===== config.mk =====
export PLATFORM = sky130hd
export DESIGN_NAME = snake_tick_ctrl_flat
export DESIGN_NICKNAME = d
export VERILOG_FILES = /design/src/rtl/snake_tick_ctrl_if.sv /design/src/rtl/snake_tick_ctrl.sv /design/src/flat_wrapper.sv
export SDC_FILE = /design/constraint.sdc
export NUM_CORES = 1
export LEC_CHECK = 0
export CAP_MARGIN = 20
export CORE_ASPECT_RATIO = 1.5
export CORE_MARGIN = 10
export CORE_UTILIZATION = 40
export DETAILED_ROUTE_END_ITERATION = 12
export PLACE_DENSITY = 0.7
export SYNTH_ARGS = -nofsm -noshare
export SYNTH_HDL_FRONTEND = slang
export SYNTH_SLANG_ARGS = --single-unit

===== constraint.sdc =====
create_clock -name clk -period 2.05 [get_ports clk]
set_clock_uncertainty 0.05 [all_clocks]
set_input_delay 0.615 -clock clk [delete_from_list [all_inputs] [get_ports clk]]
set_output_delay 0.615 -clock clk [all_outputs]
set_load 0.05 [all_outputs]

===== src/rtl/snake_tick_ctrl_if.sv =====
// +----------------------------------------------------------------------+
// | snake_tick_ctrl_if: link between the game sequencer and body block.  |
// | Rev 1.0 - initial release                                            |
// +----------------------------------------------------------------------+
`default_nettype none

interface snake_tick_ctrl_if;
    logic [7:0] head_1_x;
    logic [7:0] head_2_x;
    logic [6:0] head_1_y;
    logic [6:0] head_2_y;
    logic [5:0] seg_idx;
    logic [7:0] seg_1_x;
    logic [7:0] seg_2_x;
    logic [6:0] seg_1_y;
    logic [6:0] seg_2_y;
    logic [7:0] food_x;
    logic [6:0] food_y;
    logic       respawned_1;
    logic       respawned_2;
    logic       go_signal;
    logic [1:0] dir_1;
    logic [1:0] dir_2;
    logic [5:0] snake_1_size;
    logic [5:0] snake_2_size;
    logic       respawn_1;
    logic       respawn_2;
    logic [1:0] food_eaten;
    logic [1:0] dead;

    modport master (
        input  head_1_x, head_2_x, head_1_y, head_2_y,
        input  seg_1_x, seg_2_x, seg_1_y, seg_2_y,
        input  food_x, food_y, respawned_1, respawned_2,
        output seg_idx, go_signal, dir_1, dir_2,
        output snake_1_size, snake_2_size, respawn_1, respawn_2,
        output food_eaten, dead
    );

    modport slave (
        output head_1_x, head_2_x, head_1_y, head_2_y,
        output seg_1_x, seg_2_x, seg_1_y, seg_2_y,
        output food_x, food_y, respawned_1, respawned_2,
        input  seg_idx, go_signal, dir_1, dir_2,
        input  snake_1_size, snake_2_size, respawn_1, respawn_2,
        input  food_eaten, dead
    );
endinterface

`default_nettype wire


===== src/rtl/snake_tick_ctrl.sv =====
// +----------------------------------------------------------------------+
// | snake_tick_ctrl: two-snake game-step sequencer, direction filter,    |
// | collision/food scan and respawn handshake. Optional macro: PAUSE_EN. |
// | Rev 1.0 - initial release                                            |
// +----------------------------------------------------------------------+
`default_nettype none

module snake_tick_ctrl #(
    parameter int TICK_DIV = 2500000,
    parameter int GRID_W   = 160,
    parameter int GRID_H   = 120,
    parameter int INIT_LEN = 5,
    parameter int MAX_LEN  = 63
) (
    input  wire logic       clk,
    input  wire logic       reset,
    input  wire logic [1:0] in_dir_1,
    input  wire logic [1:0] in_dir_2,
`ifdef PAUSE_EN
    input  wire logic       pause,
`endif
    snake_tick_ctrl_if.master bus
);

    localparam int              CW          = (TICK_DIV > 1) ? $clog2(TICK_DIV) : 1;
    localparam logic [CW-1:0]   C_TICK_LAST = CW'(TICK_DIV - 1);
    localparam logic [5:0]      C_INIT_LEN  = 6'(INIT_LEN);
    localparam logic [5:0]      C_MAX_LEN   = 6'(MAX_LEN);
    localparam logic [5:0]      C_LAST_IDX  = 6'(MAX_LEN - 1);
    localparam logic [8:0]      C_GRID_W    = 9'(GRID_W);
    localparam logic [7:0]      C_GRID_H    = 8'(GRID_H);

    typedef enum logic [2:0] {
        S_IDLE       = 3'd0,
        S_MOVE       = 3'd1,
        S_CHECK_HEAD = 3'd2,
        S_SCAN       = 3'd3,
        S_RESOLVE    = 3'd4,
        S_RESPAWN    = 3'd5
    } state_t;

    state_t        r_state;
    logic [CW-1:0] r_tick;
    logic          r_go;
    logic [1:0]    r_dir_1;
    logic [1:0]    r_dir_2;
    logic [5:0]    r_size_1;
    logic [5:0]    r_size_2;
    logic [5:0]    r_seg_idx;
    logic          r_respawn_1;
    logic          r_respawn_2;
    logic [1:0]    r_food;
    logic [1:0]    r_dead;
    logic [1:0]    r_kill;

    logic          w_run;
    logic          w_wall_1;
    logic          w_wall_2;
    logic          w_h2h;
    logic [1:0]    w_kill_head;
    logic          w_food_1;
    logic          w_food_2;
    logic          w_live_1;
    logic          w_live_2;
    logic [1:0]    w_scan_kill;
    logic [1:0]    w_kill_all;
    logic          w_pend_1;
    logic          w_pend_2;

`ifdef PAUSE_EN
    assign w_run = ~pause;
`else
    assign w_run = 1'b1;
`endif

    // A move off the low edge wraps to a large coordinate, so one >= test covers both walls.
    assign w_wall_1    = ({1'b0, bus.head_1_x} >= C_GRID_W) || ({1'b0, bus.head_1_y} >= C_GRID_H);
    assign w_wall_2    = ({1'b0, bus.head_2_x} >= C_GRID_W) || ({1'b0, bus.head_2_y} >= C_GRID_H);
    assign w_h2h       = (bus.head_1_x == bus.head_2_x) && (bus.head_1_y == bus.head_2_y);
    assign w_kill_head = {w_wall_2 | w_h2h, w_wall_1 | w_h2h};
    assign w_food_1    = (bus.head_1_x == bus.food_x) && (bus.head_1_y == bus.food_y);
    assign w_food_2    = (bus.head_2_x == bus.food_x) && (bus.head_2_y == bus.food_y);

    assign w_live_1       = r_seg_idx < r_size_1;
    assign w_live_2       = r_seg_idx < r_size_2;
    assign w_scan_kill[0] = (w_live_1 && bus.head_1_x == bus.seg_1_x && bus.head_1_y == bus.seg_1_y)
                         || (w_live_2 && bus.head_1_x == bus.seg_2_x && bus.head_1_y == bus.seg_2_y);
    assign w_scan_kill[1] = (w_live_1 && bus.head_2_x == bus.seg_1_x && bus.head_2_y == bus.seg_1_y)
                         || (w_live_2 && bus.head_2_x == bus.seg_2_x && bus.head_2_y == bus.seg_2_y);
    assign w_kill_all     = r_kill | w_scan_kill;

    assign w_pend_1 = r_respawn_1 & ~bus.respawned_1;
    assign w_pend_2 = r_respawn_2 & ~bus.respawned_2;

    always_ff @(posedge clk) begin
        if (reset) begin
            r_state     <= S_IDLE;
            r_tick      <= '0;
            r_go        <= 1'b0;
            r_dir_1     <= 2'd3;
            r_dir_2     <= 2'd1;
            r_size_1    <= C_INIT_LEN;
            r_size_2    <= C_INIT_LEN;
            r_seg_idx   <= 6'd0;
            r_respawn_1 <= 1'b0;
            r_respawn_2 <= 1'b0;
            r_food      <= 2'b00;
            r_dead      <= 2'b00;
            r_kill      <= 2'b00;
        end else begin
            r_go   <= 1'b0;
            r_food <= 2'b00;
            r_dead <= 2'b00;
            case (r_state)
                S_IDLE: begin
                    // Only a perpendicular turn changes heading; reversals and repeats are dropped.
                    if (in_dir_1[0] != r_dir_1[0]) r_dir_1 <= in_dir_1;
                    if (in_dir_2[0] != r_dir_2[0]) r_dir_2 <= in_dir_2;
                    if (w_run) begin
                        if (r_tick == C_TICK_LAST) begin
                            r_tick  <= '0;
                            r_go    <= 1'b1;
                            r_state <= S_MOVE;
                        end else begin
                            r_tick <= r_tick + 1'b1;
                        end
                    end
                end
                S_MOVE: r_state <= S_CHECK_HEAD;
                S_CHECK_HEAD: begin
                    r_kill <= w_kill_head;
                    if (w_food_1 && !w_kill_head[0]) begin
                        r_food[0] <= 1'b1;
                        if (r_size_1 < C_MAX_LEN) r_size_1 <= r_size_1 + 6'd1;
                    end
                    if (w_food_2 && !w_kill_head[1]) begin
                        r_food[1] <= 1'b1;
                        if (r_size_2 < C_MAX_LEN) r_size_2 <= r_size_2 + 6'd1;
                    end
                    r_seg_idx <= 6'd1;
                    r_state   <= S_SCAN;
                end
                S_SCAN: begin
                    r_kill <= w_kill_all;
                    if (r_seg_idx == C_LAST_IDX) begin
                        r_seg_idx <= 6'd0;
                        r_dead    <= w_kill_all;
                        r_state   <= S_RESOLVE;
                    end else begin
                        r_seg_idx <= r_seg_idx + 6'd1;
                    end
                end
                S_RESOLVE: begin
                    r_kill <= 2'b00;
                    if (|r_kill) begin
                        r_respawn_1 <= r_kill[0];
                        r_respawn_2 <= r_kill[1];
                        r_state     <= S_RESPAWN;
                    end else begin
                        r_state <= S_IDLE;
                    end
                end
                S_RESPAWN: begin
                    if (r_respawn_1 && bus.respawned_1) begin
                        r_respawn_1 <= 1'b0;
                        r_size_1    <= C_INIT_LEN;
                        r_dir_1     <= 2'd3;
                    end
                    if (r_respawn_2 && bus.respawned_2) begin
                        r_respawn_2 <= 1'b0;
                        r_size_2    <= C_INIT_LEN;
                        r_dir_2     <= 2'd1;
                    end
                    if (!w_pend_1 && !w_pend_2) begin
                        r_tick  <= '0;
                        r_state <= S_IDLE;
                    end
                end
                default: r_state <= S_IDLE;
            endcase
        end
    end

    assign bus.go_signal    = r_go;
    assign bus.dir_1        = r_dir_1;
    assign bus.dir_2        = r_dir_2;
    assign bus.snake_1_size = r_size_1;
    assign bus.snake_2_size = r_size_2;
    assign bus.seg_idx      = r_seg_idx;
    assign bus.respawn_1    = r_respawn_1;
    assign bus.respawn_2    = r_respawn_2;
    assign bus.food_eaten   = r_food;
    assign bus.dead         = r_dead;

endmodule

`default_nettype wire

===== src/flat_wrapper.sv =====
// flat-port wrapper written by rule: the top's interface ports become plain ports
module snake_tick_ctrl_flat 
#(
    parameter int TICK_DIV = 2500000,
    parameter int GRID_W   = 160,
    parameter int GRID_H   = 120,
    parameter int INIT_LEN = 5,
    parameter int MAX_LEN  = 63
)
  (clk, reset, in_dir_1, in_dir_2, bus_head_1_x, bus_head_2_x, bus_head_1_y, bus_head_2_y, bus_seg_1_x, bus_seg_2_x, bus_seg_1_y, bus_seg_2_y, bus_food_x, bus_food_y, bus_respawned_1, bus_respawned_2, bus_seg_idx, bus_go_signal, bus_dir_1, bus_dir_2, bus_snake_1_size, bus_snake_2_size, bus_respawn_1, bus_respawn_2, bus_food_eaten, bus_dead);
  snake_tick_ctrl_if bus_i ();
  input  wire logic clk;
  input  wire logic reset;
  input  wire logic [1:0] in_dir_1;
  input  wire logic [1:0] in_dir_2;
  input wire logic [$bits(bus_i.head_1_x)-1:0] bus_head_1_x;
  input wire logic [$bits(bus_i.head_2_x)-1:0] bus_head_2_x;
  input wire logic [$bits(bus_i.head_1_y)-1:0] bus_head_1_y;
  input wire logic [$bits(bus_i.head_2_y)-1:0] bus_head_2_y;
  input wire logic [$bits(bus_i.seg_1_x)-1:0] bus_seg_1_x;
  input wire logic [$bits(bus_i.seg_2_x)-1:0] bus_seg_2_x;
  input wire logic [$bits(bus_i.seg_1_y)-1:0] bus_seg_1_y;
  input wire logic [$bits(bus_i.seg_2_y)-1:0] bus_seg_2_y;
  input wire logic [$bits(bus_i.food_x)-1:0] bus_food_x;
  input wire logic [$bits(bus_i.food_y)-1:0] bus_food_y;
  input wire logic [$bits(bus_i.respawned_1)-1:0] bus_respawned_1;
  input wire logic [$bits(bus_i.respawned_2)-1:0] bus_respawned_2;
  output wire logic [$bits(bus_i.seg_idx)-1:0] bus_seg_idx;
  output wire logic [$bits(bus_i.go_signal)-1:0] bus_go_signal;
  output wire logic [$bits(bus_i.dir_1)-1:0] bus_dir_1;
  output wire logic [$bits(bus_i.dir_2)-1:0] bus_dir_2;
  output wire logic [$bits(bus_i.snake_1_size)-1:0] bus_snake_1_size;
  output wire logic [$bits(bus_i.snake_2_size)-1:0] bus_snake_2_size;
  output wire logic [$bits(bus_i.respawn_1)-1:0] bus_respawn_1;
  output wire logic [$bits(bus_i.respawn_2)-1:0] bus_respawn_2;
  output wire logic [$bits(bus_i.food_eaten)-1:0] bus_food_eaten;
  output wire logic [$bits(bus_i.dead)-1:0] bus_dead;
  assign bus_i.head_1_x = bus_head_1_x;
  assign bus_i.head_2_x = bus_head_2_x;
  assign bus_i.head_1_y = bus_head_1_y;
  assign bus_i.head_2_y = bus_head_2_y;
  assign bus_i.seg_1_x = bus_seg_1_x;
  assign bus_i.seg_2_x = bus_seg_2_x;
  assign bus_i.seg_1_y = bus_seg_1_y;
  assign bus_i.seg_2_y = bus_seg_2_y;
  assign bus_i.food_x = bus_food_x;
  assign bus_i.food_y = bus_food_y;
  assign bus_i.respawned_1 = bus_respawned_1;
  assign bus_i.respawned_2 = bus_respawned_2;
  assign bus_seg_idx = bus_i.seg_idx;
  assign bus_go_signal = bus_i.go_signal;
  assign bus_dir_1 = bus_i.dir_1;
  assign bus_dir_2 = bus_i.dir_2;
  assign bus_snake_1_size = bus_i.snake_1_size;
  assign bus_snake_2_size = bus_i.snake_2_size;
  assign bus_respawn_1 = bus_i.respawn_1;
  assign bus_respawn_2 = bus_i.respawn_2;
  assign bus_food_eaten = bus_i.food_eaten;
  assign bus_dead = bus_i.dead;
  snake_tick_ctrl #(.TICK_DIV(TICK_DIV), .GRID_W(GRID_W), .GRID_H(GRID_H), .INIT_LEN(INIT_LEN), .MAX_LEN(MAX_LEN)) u_core (.clk(clk), .reset(reset), .in_dir_1(in_dir_1), .in_dir_2(in_dir_2), .bus(bus_i));
endmodule

==> impl_results.md <==
* Status: complete, but fails checks
* Area of the multi-input gates at 3640 µm²
* Endpoints failing hold at 0
* Max Buffers Root-to-Sink at 2
* FMAX at 475 MHz
* Global-route usage over all layers at 20.8%
* Slew @ Worst Pin at around 0.66 ns
* Synth Instances at between 500 and 600
* Setup CP Type: reg2reg
* Vias per inst at between 5 and 6
* Grt ovf at 0
* Antenna diodes at 0
* Register area share after synthesis at 25.3%
* Vias in the first global route at around 5.4k
* Worst-path clk slew at around 0.07 ns
* Setup violators final at 9
* CTS tree: yes
* Filler cells at approximately 940
* Data required, critical path at about 2.2 ns
* Post-synth EDFFs at 0
* Top_reg_cell synth: dfxtp_1
* First-pass DRT Iterations at 5
* Pleak at 3.23 nW
* Sink Count at 56
* Rows at 47
* Syn Std Cell Area at approximately 4400 µm²
* Via Count at around 4.9k
* Post-DP HPWL at between 10000 and 15000 µm
* Slew Viols, Final at 0
* Post-route ant nets at 0
* Startpoint Class: flip-flop
* RSZ-0062 raised after global routing: true
* Ratio of cells with drive above 1 in the final layout at between 40% and 50%
* P&R area growth vs syn at 63.8%
* Initial Util at between 40% and 50%
* Rel. slew slack at between 50 and 60%
* Synth cell types at 70
* Largest net degree at the start of global routing at 21
* Violated checks: setup timing
* Clock buffer count from CTS at 5
* Hold crit path type: reg2reg
* Routed WL at roughly 17000 µm
* Die X at between 100 and 150 µm
* Crit path max fanout at 2
* Maximum vdd drop at about 0.00034 V
* Syn nets at 630
* First-pass GRT wire length at ~27000 µm
* Num ports at 112
* R2R depth at 8
* Clock latency on the worst-skew pair at about 0.3 ns
* Initial antenna violation count at 0
* Post-Place Cells at ~900
* Crit. End Element: flip-flop
* Final #Nets at between 800 and 900
* Worst hold stages at 2
* Fin worst setup slack at -0.0552 ns
* Fin crit period at between 2 and 2.5 ns
* Arrival @ worst endpoint at 2.25 ns
* Power Dens Cells at approximately 450 nW/µm²
* Utilization after layout at about 66%
* Avg WL per Cell at between 15 and 20 µm
* GP Congestion at between 0.9 and 1
* Commonest non-fill, non-tap cells in the layout: buf_4 (143), xor2_1 (80), nor2_1 (42), dfxtp_1 (42), nand2_1 (27)
* CTS root buf: clkbuf_16
* Yosys reg bits at 56
* Non-filler cells, final at just over 900
* Sequential cell area at between 1000 and 1500 µm²
* Initial DRC Count at 188
* Async SR Flop Fraction at 0%
* Most common cell after layout, fill and taps aside: buf_4
* Core area at approximately 11000 µm²
* Drt drc at 0
* Die area at approximately 16000 µm²
* Yosys Warn Count at 0
* Buffers on Ports at approximately 110
* H-tree Lvls at 2
* Avg Cell Area, Syn at between 8 and 9 µm²
* Max-cap violations at 0
* Final worst-path cycle share at 103%
* Die height at roughly 150 µm
* Fin Hold WS at around 0.46 ns
==> Yosys cell counts (all sizes together), types with 4 or more instances <==
cell type | count | area (µm²)
o21a | 4 | 30.0
o21ai | 12 | 60.1
a211oi | 11 | 87.6
ha | 15 | 188
nand3b | 6 | 57.6
inv | 19 | 71.3
nor2 | 46 | 173
xor2 | 91 | 797
or3 | 6 | 37.5
nor2b | 6 | 40.0
a311oi | 6 | 65.1
nand4 | 20 | 146
and2 | 7 | 47.6
nand3 | 22 | 110
buf | 19 | 108
clkbuf | 6 | 52.6
a31oi | 7 | 43.8
nor4 | 19 | 131
dfxtp | 56 | 1120
nand2 | 30 | 115
nor3 | 26 | 161
and3 | 11 | 70.1
a21oi | 16 | 80.1
xnor2 | 29 | 254
==> final timing paths <==
| path | start | to | slack, ns |
|---|---|---|---|
| setup / recovery | u_core.bus.snake_1_size[1] | u_core.r_kill[0] | -0.06 |
| hold / removal | u_core.bus.dir_2[1] | u_core.bus.dir_2[1] | 0.46 |
| setup reg to reg | u_core.bus.snake_1_size[1] | u_core.r_kill[0] | -0.06 |
| hold reg to reg | u_core.bus.dir_2[1] | u_core.bus.dir_2[1] | 0.46 |
==> final cells by class <==
cell class / instances / share of cell area (%)
timing repair buffer: 243 / 27.9
sequential: 56 / 15.9
clock inverter: 1 / 0.121
tap: 147 / 2.54
clock buffer: 7 / 2.26
inverter: 19 / 0.984
multi-input combinational: 433 / 50.2
==> worst max-delay path: stages (launching register included) <==
cell and delay [ns]:
dfxtp_4 0.35, inv_2 0.04, ha_4 0.22, a21boi_1 0.12, or4_1 0.39, a31o_1 0.23, a211oi_2 0.22, nor3_2 0.09
a2111oi_2 0.30
==> registers in the layout, summed over array words and instances (netlist names) <==
name / count
u_core.bus.respawn_2: 1
u_core.bus.respawn_1: 1
u_core.r_kill: 2
u_core.bus.snake_2_size: 6
u_core.r_tick: 22
u_core.bus.food_eaten: 2
u_core.bus.dir_1: 2
u_core.bus.dead: 2
u_core.bus.go_signal: 1
u_core.bus.snake_1_size: 6
u_core.bus.seg_idx: 6
u_core.bus.dir_2: 2
u_core.r_state: 3
==> cells by family (layout without fill, tap and decap cells) <==
| family | after synthesis | in the layout | synth area share [%] |
|---|---|---|---|
| and+or+nand+nor | 212 | 213 | 27.2 |
| muxes | 1 | 1 | 0.226 |
| AOI/OAI and AO/OA | 84 | 84 | 14.1 |
| adders and majority gates | 15 | 15 | 4.24 |
| buffers and inverters | 44 | 270 | 5.23 |
| DFF | 56 | 56 | 25.3 |
| xor gates and xnor gates | 120 | 120 | 23.7 |
==> metal layers <==
layer	track usage, %	wire length, µm	vias up	share of wire [%]
li1	-	-	2351	-
met5	0	0	-	0
met2	40.7	9540	160	56
met1	19.0	5780	2327	34
met4	12.6	861	0	5.1
met3	4.33	847	47	5.0
==> power by group <==
| part | leakage [nW] | switching [mW] | internal [mW] |
|---|---|---|---|
| logic | 2.69 | 0.583 | 0.548 |
| clock network | 0.0852 | 0.416 | 0.564 |
| registers | 0.460 | 0.0541 | 1.13 |
| total | 3.23 | 1.05 | 2.24 |
==> per-stage QoR <==
step / setup WS (ns) / power, mW / setup TNS (ns) / cell area, µm²
2_1_floorplan: -0.140 / 1.69 / -0.683 / 4590
3_3_place_gp: -0.968 / 2.22 / -17.30 / 6550
3_5_place_dp: -0.989 / 2.23 / -17.95 / 6550
4_1_cts: -0.107 / 3.26 / -0.435 / 7040
5_1_grt: -0.149 / 3.42 / -1.10 / 7250
6_report: -0.0552 / 3.29 / -0.217 / 7250
==> what timing repair did <==
item,CTS,global route
pin swaps,71,54
setup buffers,9,3
hold buffers,0,0
setup endpoints to repair,21,37
resized for setup,235,78
cloned,1,0
(Power assumes the default switching activity.)
